===== config.mk =====
export PLATFORM = sky130hd
export DESIGN_NAME = ids_lab05_rr_arbiter
export DESIGN_NICKNAME = d
export VERILOG_FILES = /design/src/rtl/ids_lab05_rr_arbiter_pkg.sv /design/src/rtl/ids_lab05_dec1to2_en.sv /design/src/rtl/ids_lab05_rr_arbiter.sv
export SDC_FILE = /design/constraint.sdc
export NUM_CORES = 1
export LEC_CHECK = 0
export BUFFER_PORTS_ARGS = -buffer_cell sky130_fd_sc_hd__buf_2
export CAP_MARGIN = 20
export CORE_MARGIN = 5
export CORE_UTILIZATION = 45
export CTS_CLUSTER_DIAMETER = 150
export DETAILED_ROUTE_END_ITERATION = 8
export PLACE_DENSITY = 0.69
export RECOVER_POWER = 100
export SYNTH_ARGS = -nofsm -noshare
export SYNTH_HDL_FRONTEND = slang
export SYNTH_HIERARCHICAL = 1
export SYNTH_SLANG_ARGS = --single-unit

===== constraint.sdc =====
create_clock -name clk -period 1.5 [get_ports clk]
set_clock_uncertainty 0.05 [all_clocks]
set_input_delay 0.15 -clock clk [delete_from_list [all_inputs] [get_ports clk]]
set_output_delay 0.15 -clock clk [all_outputs]
set_load 0.03 [all_outputs]

===== src/rtl/ids_lab05_rr_arbiter_pkg.sv =====
// ids_lab05_rr_arbiter_pkg
//   Shared definitions for the two-requester round-robin arbiter:
//   the FSM state encoding and the default hold limit.
package ids_lab05_rr_arbiter_pkg;

   typedef enum logic [1:0] {
      IDLE = 2'b00,
      OWN  = 2'b01,
      REL  = 2'b10
   } state_t;

   // Default maximum number of owned cycles before a waiting requester
   // may preempt the owner.
   localparam int MAX_HOLD_DEF = 8;

endpackage


===== src/rtl/ids_lab05_dec1to2_en.sv =====
// ids_lab05_dec1to2_en
//   1-to-2 decoder with enable, used to build the one-hot grant.
//   A  : select input
//   E  : enable; both outputs low when E=0
//   D0 : high when E=1 and A=0
//   D1 : high when E=1 and A=1
module ids_lab05_dec1to2_en (
   input  logic A,
   input  logic E,
   output logic D0,
   output logic D1
);

   assign D0 = E & ~A;
   assign D1 = E &  A;

endmodule


===== src/rtl/ids_lab05_rr_arbiter.sv =====
// ids_lab05_rr_arbiter
//   Two-requester round-robin arbiter with a bounded hold time.
//   A requester owns the resource until it signals done or drops its
//   request; if the other requester is waiting and the owner has held
//   for MAX_HOLD cycles, the owner is forcibly released (preempt pulse).
//   Every release passes through one REL cycle and one IDLE cycle.
//
//   Ports
//   clk     : clock, rising edge
//   rst     : asynchronous active-high reset
//   req     : req[i]=1 -> requester i wants the resource
//   done    : done[i]=1 -> requester i releases (only honoured for the owner)
//   gnt     : one-hot registered grant, 00 = no owner
//   gnt_id  : index of current or last owner
//   busy    : high while in OWN
//   preempt : one-cycle pulse in the REL cycle following a forced release
module ids_lab05_rr_arbiter
   import ids_lab05_rr_arbiter_pkg::*;
#(
   parameter int MAX_HOLD = MAX_HOLD_DEF,
   parameter int CW       = 4
) (
   input  logic       clk,
   input  logic       rst,
   input  logic [1:0] req,
   input  logic [1:0] done,
   output logic [1:0] gnt,
   output logic       gnt_id,
   output logic       busy,
   output logic       preempt
);

   localparam logic [CW-1:0] HOLD_LAST = CW'(MAX_HOLD - 1);

   state_t        state, state_nxt;
   logic          id_nxt;
   logic          pre_nxt;
   logic          prio;
   logic [CW-1:0] cnt;
   logic          dec0, dec1;

   // Next-state / next-owner evaluation. Kept combinational so the grant
   // decode can be registered in the same edge that enters OWN.
   always_comb begin
      state_nxt = state;
      id_nxt    = gnt_id;
      pre_nxt   = 1'b0;
      case (state)
         IDLE: begin
            if (req != 2'b00) begin
               state_nxt = OWN;
               id_nxt    = (req == 2'b11) ? prio : req[1];
            end
         end
         OWN: begin
            // Owner release (done or dropped request) wins over preemption,
            // so a simultaneous done is reported as a normal release.
            if (done[gnt_id] || !req[gnt_id]) begin
               state_nxt = REL;
            end else if ((cnt == HOLD_LAST) && req[~gnt_id]) begin
               state_nxt = REL;
               pre_nxt   = 1'b1;
            end
         end
         REL:     state_nxt = IDLE;
         default: state_nxt = IDLE;
      endcase
   end

   ids_lab05_dec1to2_en u_dec (
      .A  (id_nxt),
      .E  (state_nxt == OWN),
      .D0 (dec0),
      .D1 (dec1)
   );

   always_ff @(posedge clk or posedge rst) begin
      if (rst) begin
         state   <= IDLE;
         gnt     <= 2'b00;
         gnt_id  <= 1'b0;
         busy    <= 1'b0;
         preempt <= 1'b0;
         cnt     <= '0;
         prio    <= 1'b0;
      end else begin
         state   <= state_nxt;
         gnt_id  <= id_nxt;
         gnt     <= {dec1, dec0};
         busy    <= (state_nxt == OWN);
         preempt <= pre_nxt;
         case (state)
            OWN: begin
               // Hold counter saturates at the last allowed cycle.
               if (state_nxt == OWN && cnt != HOLD_LAST)
                  cnt <= cnt + 1'b1;
            end
            REL: begin
               cnt  <= '0;
               prio <= ~gnt_id;
            end
            default: ;
         endcase
      end
   end

endmodule

=== Word-level counts from Yosys, hierarchy flattened ===
Cells that the tools add are included.

* Logic and storage cells: 47
* Register bits: 12
* Output and inout port bits: 5

* Add/subtract/negate cells: 1
* Bitwise operators: 4
* Reductions and logical operators: 8
* Equality and inequality tests: 7
* Multiplexer cells: 18
* $lt $le $gt $ge: 2

{| class="wikitable"
|+ Operators by type and width
! kind !! number
|-
| $mux W1 || 12
|-
| $pmux W4 S2 || 1
|-
| $mux W2 || 3
|-
| $add A4 B1 Y4 const B || 1
|-
| $eq A2 B1 Y1 const B || 2
|-
| $eq A2 B2 Y1 const B || 2
|-
| $eq A4 B3 Y1 const B || 1
|-
| $lt A1 B2 Y1 const B || 2
|-
| $mux W4 || 1
|-
| $ne A4 B3 Y1 const B || 1
|-
| $pmux W2 S2 || 1
|-
| $reduce_bool A2 Y1 || 2
|-
| $and A1 B1 Y1 || 2
|-
| $logic_and A1 B1 Y1 || 2
|-
| $logic_not A2 Y1 || 1
|-
| $ne A2 B2 Y1 const B || 1
|-
| $not A1 Y1 || 2
|-
| $reduce_and A2 Y1 || 1
|-
| $logic_not A1 Y1 || 1
|-
| $logic_or A1 B1 Y1 || 1
|}

=== Longest topological paths before layout ===
Gate-level depths: netlist (run 1).

* Word-level depth: 11
* Depth in mapped cells: 6
* Mapped depth without buffers: 6

=== By module ===
Netlist (run 1), hierarchy kept.

{| class="wikitable"
|+ Modules (own cells, without submodules)
! module !! cells an instance !! area an instance (µm²) !! instances
|-
| ids_lab05_rr_arbiter || 58 || 629.4 || 1
|-
| ids_lab05_dec1to2_en || 2 || 16.3 || 1
|}

=== Worst setup path before layout (run 1) ===
No wires, ideal clock.

* Kind: register to register
* From: register gnt_id
* To: register gnt[1]
* Path slack: -0.055 ns
* Clock period less this slack: 1.555 ns
* Cell stages (with the launch flop): 6
* Arrival time: 1.440 ns
* Required time: 1.385 ns
* Path through: dfrtp_1 -> mux2i_1 -> or2_1 -> nand2_1 -> a211oi_1 -> and2_2

* Longest elaborated chain between the ends: 8
* Elaborated cells between the ends (all ways): 16
* Classes of those cells: eq/ne: 1; mux: 11; bitwise: 1; reduce/logical: 3

{| class="wikitable"
|+ Ends and longest elaborated chain
! element !! RTL line !! source
|-
| from (decl) || ids_lab05_rr_arbiter.sv:28 || <nowiki>output logic gnt_id,</nowiki>
|-
| from (signal assigned) || ids_lab05_rr_arbiter.sv:88 || <nowiki>gnt_id <= id_nxt;</nowiki>
|-
| $mux W1 (on tied branches) (2 in series) || ids_lab05_rr_arbiter.sv:60, ids_lab05_rr_arbiter.sv:58 ||
|-
| $logic_and A1 B1 Y1 / $logic_not A1 Y1 (equally long branches) || ids_lab05_rr_arbiter.sv:60, ids_lab05_rr_arbiter.sv:58 ||
|-
| $mux W2 / $logic_or A1 B1 Y1 (equally long branches) || ids_lab05_rr_arbiter.sv:60, ids_lab05_rr_arbiter.sv:58 ||
|-
| $mux W2 || ids_lab05_rr_arbiter.sv:58 || <nowiki>if (done[gnt_id] || !req[gnt_id]) begin</nowiki>
|-
| $pmux W2 S2 || ids_lab05_rr_arbiter.sv:48 || <nowiki>case (state)</nowiki>
|-
| $eq A2 B1 Y1 || ids_lab05_rr_arbiter.sv:72 || <nowiki>.E (state_nxt == OWN),</nowiki>
|-
| $and A1 B1 Y1 * || ids_lab05_dec1to2_en.sv:15 || <nowiki>assign D1 = E & A;</nowiki>
|-
| via dec1 || ids_lab05_rr_arbiter.sv:40 || <nowiki>logic dec0, dec1;</nowiki>
|-
| to (signal assigned) || ids_lab05_rr_arbiter.sv:89 || <nowiki>gnt <= {dec1, dec0};</nowiki>
|-
| to (decl) || ids_lab05_rr_arbiter.sv:27 || <nowiki>output logic [1:0] gnt,</nowiki>
|}

Mark *: on every way through the listed nets, which the timed path passes. The rest lies on a longest branch. The select of a mux whose other input is x is not followed.
A chain may end at the register's enable or synchronous reset.

=== Final worst setup path (run 1) ===
* From: register cnt[0]
* To: register gnt[1]

* Longest elaborated chain between the ends: 7

{| class="wikitable"
|+ Ends and longest elaborated chain
! element !! RTL line !! source
|-
| from (decl) || ids_lab05_rr_arbiter.sv:39 || <nowiki>logic [CW-1:0] cnt;</nowiki>
|-
| from (signal assigned) || ids_lab05_rr_arbiter.sv:96 || <nowiki>cnt <= cnt + 1'b1;</nowiki>
|-
| $eq A4 B3 Y1 || ids_lab05_rr_arbiter.sv:60 || <nowiki>end else if ((cnt == HOLD_LAST) && req[~gnt_id]) begin</nowiki>
|-
| $logic_and A1 B1 Y1 || ids_lab05_rr_arbiter.sv:60 ||
|-
| $mux W2 || ids_lab05_rr_arbiter.sv:60 ||
|-
| $mux W2 || ids_lab05_rr_arbiter.sv:58 ||
|-
| $pmux W2 S2 || ids_lab05_rr_arbiter.sv:48 ||
|-
| $eq A2 B1 Y1 || ids_lab05_rr_arbiter.sv:72 ||
|-
| $and A1 B1 Y1 || ids_lab05_dec1to2_en.sv:15 ||
|-
| via dec1 || ids_lab05_rr_arbiter.sv:40 ||
|}

The timed path passes the listed nets, and every way through them passes these cells.

==> results of run 1 <==
[worst max-delay path: stages (launching register included)]
cell and delay [ns]:
dfrtp_1 0.39, ha_1 0.22, nand3b_1 0.10, or2_1 0.16, nand2_2 0.09, a211oi_4 0.22
and2_4 0.17
[registers in the layout, summed over array words and instances, names as in the netlist]
signal and cells:
busy 1, cnt 4, gnt 2, gnt_id 1, preempt 1, prio 1
state 2
[layout by cell type, fill, tap and decap left out, types with 2 or more instances in the layout]
| cell type | instances |
|---|---|
| inv_1 | 6 |
| clkbuf_1 | 6 |
| nand2b_1 | 2 |
| nand4_1 | 2 |
| nor3_1 | 3 |
| clkbuf_4 | 3 |
| o311ai_4 | 2 |
| a211oi_1 | 3 |
| a21oi_1 | 2 |
| buf_2 | 5 |
| nand2_1 | 3 |
| buf_4 | 12 |
| dfrtp_1 | 11 |
| nor2_1 | 2 |
| nand3_1 | 3 |
| a31oi_1 | 2 |
[through the flow]
stage               setup slack, ns   TNS, ns  area [um2]  instances
floorplan                   0.02642         0       651.9         60
global placement            0.05488         0       777.0         93
detailed placement          0.01796         0       777.0         93
CTS                         0.01766         0       830.8         99
global route               -0.03246  -0.04949       858.3        102
finish                      0.04036         0       858.3        102
[area by class of cell]
cell class	count	area, um2	share of cell area
clock buffers	4	36.28	0.04227
flip-flops and latches	12	301.5	0.3513
well taps	15	18.77	0.02187
repair buffers	25	158.9	0.1851
multi-input cells	40	320.3	0.3732
inverters	6	22.52	0.02624
[cells in the mapped netlist, drive strengths merged]
master  number  area share
nand2        4       0.023
and3         2       0.027
nand3b       1       0.012
dfrtp       12        0.47
and2b        1       0.014
o21ai        1      0.0077
a21oi        2       0.016
inv          6       0.035
a311oi       1       0.014
buf          2       0.029
o311ai       2       0.081
a32oi        1       0.014
and2         1       0.012
nand3        3       0.023
a31oi        2       0.019
nor3         3       0.023
nand2b       2       0.019
a211oi       4       0.047
a21o         1       0.012
a32o         2       0.033
or2          1      0.0097
ha           1       0.019
nor2         2       0.012
nand4        2       0.019
mux2i        1       0.016
[routing by layer]
layer  track usage  wire (um)  vias up
li1              -          -      280
met1        0.1937        642      245
met2        0.2137        626       13
met3       0.05639         87        3
met4       0.04839         20        0
met5             0          0        -
[power by group through the flow]
| stage | sequential (mW) | combinational [mW] | clock, mW |
|---|---|---|---|
| 2_1_floorplan | 0.612 | 0.424 | 0 |
| 3_3_place_gp | 0.525 | 0.708 | 0 |
| 3_5_place_dp | 0.530 | 0.716 | 0 |
| 4_1_cts | 0.526 | 0.735 | 0.272 |
| 5_1_grt | 0.538 | 0.863 | 0.287 |
| 6_report | 0.524 | 0.793 | 0.261 |
[worst paths after layout]
path / start / to / slack, ns / depth (start not counted)
max: cnt[0] / gnt[1] / 0.04 / 6
min: req[0] / gnt_id / 0.11 / 2
max reg2reg: cnt[0] / gnt[1] / 0.04 / 6
min reg2reg: prio / prio / 0.45 / 2
max in group asynchronous: rst / gnt_id / 0.71 / 3
min in group asynchronous: rst / cnt[1] / 0.36 / 3
[cells by family after synthesis]
group / after synthesis / synth area share
AOI/OAI and AO/OA: 16 / 0.2422
and+or+nand+nor: 22 / 0.1938
buffers and inverters: 8 / 0.06395
muxes: 1 / 0.01550
DFF: 12 / 0.4651
adders and majority gates: 1 / 0.01938
[repair_timing]
action | in CTS | in global routing
gates resized for setup | 0 | 4
hold buffers | 1 | 0
setup endpoints to repair | 1 | 2
hold endpoints to repair | 12 | 0
gates cloned | 0 | 0
pin swaps | 1 | 2
buffers inserted | 1 | 3
==> results.json, run 1 <==
{
  "nNetsFinal": 95,
  "die_area_mm2": 0.002292,
  "synthDistinctLibCells": 28,
  "fillers": 115,
  "place_hpwl_um": 980.5,
  "viasPerCell": 5.304,
  "maxCapViolations": 0,
  "drive_above_1_share": 0.3563,
  "cp.arrival_ns": 1.63,
  "crit_type": "register to register",
  "drtIter0Drc": 10,
  "initial_utilization": 0.4841,
  "cp.required_ns": 1.67,
  "row_count": 13,
  "fin_crit_sh": 0.9731,
  "slew_headroom": 0.7008,
  "first_pass_iters": 4,
  "cts_tree": "done",
  "setup-violations-final": 0,
  "wire_per_inst_um": 13.50,
  "seqPwrFrac": 0.332,
  "tightest_slew_ns": 0.4483,
  "clockBufferDepth": 2,
  "comb_power_share": 0.503,
  "io_pins": 11,
  "dieHeight_um": 47.88,
  "grt_pass1_vias": 470,
  "hold_slack_ns": 0.1092,
  "p_int_mw": 0.9412,
  "wl_um": 1377,
  "netlist_instances": 60,
  "p_sw_frac": 0.4037,
  "cp_max_fo": 3,
  "finalPower_mw": 1.578,
  "place.gp.congestion": 0.8220,
  "p_switching_mw": 0.6371,
  "synth_nets": 67,
  "max_freq_mhz": 685.1,
  "finish.utilization": 0.6435,
  "synth_seq_cells": 12,
  "clk_pin_slew_ns": 0.07,
  "final-hold-violation-count": 0,
  "grt.overflow.total": 0,
  "num_vias": 541,
  "power_frac_clock": 0.165,
  "cts.sink_count": 12,
  "remaining_drc_errors": 0,
  "netlist_area_um2": 645.6,
  "core_area_mm2": 0.001334,
  "port_buffers": 10,
  "synth.avg_cell_area_um2": 10.76,
  "clock_latency_ns": 0.28,
  "tritoncts.num_buffers": 3,
  "drv_slew": 0,
  "area_growth_pct": 32.95,
  "cts.htree.levels": 1,
  "grt_pass1_wl_um": 2228,
  "yosysWarnings": 6,
  "hold_path_class": "input port to register",
  "ant_nets": 0,
  "ys_seq_area_frac": 0.4651,
  "p_leak_nw": 0.4017,
  "cts_root_buf": "clkbuf_4",
  "antenna_found_initial": 0,
  "fp.dieW_um": 47.88,
  "end_kind": "register",
  "period_minus_slack_ns": 1.460,
  "start_kind": "register",
  "diodes": 0,
  "powerDensity_mw_per_mm2": 1839,
  "grt_use_total": 0.1452,
  "vdd_drop_max_mv": 0.8465,
  "outcome": "finished clean",
  "grt_max_degree": 13
}
Note: power is estimated with default switching activity, not from simulation.
==> inputs of run 2 (changes only) <==
REMOVE_ABC_BUFFERS = 1   (was unset)
==> run 2 against run 1 <==
Net effect:
- critical path type unchanged
- worst hold slack worse by 0.0032 ns
- fmax up 1.5%
- non-clock buffer count up 1
- critical path depth down 1
- setup slack better by 0.021 ns
- sequential power down 2%
- via count up 7.8%
==> results.json, run 2 (synthesized netlist as in run 1, its figures left out) <==
{
  "nNetsFinal": 96,
  "cts.sink_count": 12,
  "reg2regPathDepth": 5,
  "crit_type": "register to register",
  "vdd_drop_max_mv": 1.281,
  "place_inst": 95,
  "layoutNonFillerInstCount": 103,
  "place_hpwl_um": 994,
  "dieHeight_um": 47.88,
  "regMostFlops": "cnt",
  "reg.largest.list": "cnt (4), gnt (2), state (2)",
  "tightest_slew_ns": 0.4763,
  "end_kind": "register",
  "wire_per_inst_um": 14.67,
  "grt_max_degree": 13,
  "wl_um": 1511,
  "power_frac_clock": 0.170,
  "fin_crit_sh": 0.9590,
  "p_sw_frac": 0.4080,
  "num_vias": 583,
  "antenna_found_initial": 0,
  "cts.htree.levels": 1,
  "powerDensity_mw_per_mm2": 1829,
  "reg2reg_from": "gnt_id",
  "final-hold-violation-count": 0,
  "seqPwrFrac": 0.328,
  "finish.utilization": 0.6454,
  "place.gp.congestion": 0.7558,
  "comb_power_share": 0.502,
  "clockBufferDepth": 2,
  "max_freq_mhz": 695.2,
  "final_cell_mix": "buf_4, dfrtp_1, inv_1",
  "p_leak_nw": 0.4044,
  "clk_pin_slew_ns": 0.08,
  "clock_latency_ns": 0.28,
  "dp_slack_ns": -0.06535,
  "diodes": 0,
  "largest_register_ffs": 4,
  "drtIter0Drc": 38,
  "grt_use_total": 0.1604,
  "die_area_mm2": 0.002292,
  "cp.required_ns": 1.64,
  "final.setup.tns_ns": 0,
  "ff2ff_setup_slack_ns": 0.06,
  "viasPerCell": 5.660,
  "port_buffers": 10,
  "finalPower_mw": 1.575,
  "ant_nets": 0,
  "worst_slack_ns": 0.06155,
  "drv_slew": 0,
  "min_path_cells": 2,
  "tritoncts.num_buffers": 3,
  "cp.arrival_ns": 1.58,
  "period_minus_slack_ns": 1.438,
  "remaining_drc_errors": 0,
  "setup-violations-final": 0,
  "io_pins": 11,
  "start_kind": "register",
  "rsz0062_at_grt": "true",
  "layout_commonest_cell": "buf_4",
  "startpoint": "gnt_id",
  "outcome": "finished clean",
  "grt.overflow.total": 0,
  "p_int_mw": 0.9323,
  "cp_max_fo": 5,
  "p_switching_mw": 0.6426,
  "crit_end": "state[0]",
  "cts_root_buf": "clkbuf_4",
  "core_area_mm2": 0.001334,
  "cts_tree": "done",
  "regToRegEndpoint": "state[0]",
  "fp.dieW_um": 47.88,
  "area_growth_pct": 33.33,
  "drive_above_1_share": 0.3750,
  "grt_pass1_vias": 538,
  "slew_headroom": 0.6821,
  "first_pass_iters": 4,
  "grt_pass1_wl_um": 2442,
  "hold_path_class": "input port to register",
  "initial_utilization": 0.4841,
  "row_count": 13,
  "maxCapViolations": 0
}
## run 2: worst min-delay path by stage
stage               startpoint      end  slack, ns
floorplan                  rst     busy      -0.04
global placement           rst  preempt       0.13
detailed placement         rst  preempt       0.14
CTS                     req[0]   gnt_id        0.1
global route            req[0]   gnt_id       0.13
finish                  req[0]   gnt_id       0.11
## run 2: metal layers
metal | part of all wire | GRT usage | vias up
li1 | - | - | 280
met1 | 0.47 | 0.2237 | 266
met2 | 0.43 | 0.2164 | 31
met3 | 0.077 | 0.03383 | 6
met4 | 0.019 | 0.1129 | 0
met5 | 0 | 0 | -
## run 2: critical path, cell delays in order (launching register included)
cell and delay (ns):
dfrtp_1 0.44, nor2_1 0.15, a32o_2 0.21, nand2_1 0.10, buf_4 0.15, a211oi_2 0.25
## run 2: what timing repair did
item,CTS,global route
hold buffers,1,0
setup buffers,1,2
pin swaps,0,2
endpoints found under the setup margin,2,3
endpoints found under the hold margin,12,0
gates resized for setup,1,2
## run 2: final cells by class
type / count / area, um2
Fill cell: 108 / 473.0
Multi-Input combinational cell: 40 / 316.6
Sequential cell: 12 / 300.3
Timing Repair Buffer: 26 / 166.4
Clock buffer: 4 / 36.28
Inverter: 6 / 22.52
Tap cell: 15 / 18.77
## run 2: power groups by stage
stage                     Sequential, mW  Combinational [mW]  Clock, mW
after global routing               0.533               0.860      0.291
after global placement             0.512               0.728          0
final                              0.516               0.790      0.268
after floorplan                    0.658               0.320          0
after CTS                          0.510               0.754      0.275
after detailed placement           0.513               0.740          0
## run 2: stage by stage
stage	hold slack, ns	cell area, um2
after floorplan	-0.03530	626.9
after global routing	0.1337	860.8
after global placement	0.1251	785.8
after CTS	0.09641	844.6
after detailed placement	0.1409	785.8
final	0.1061	860.8
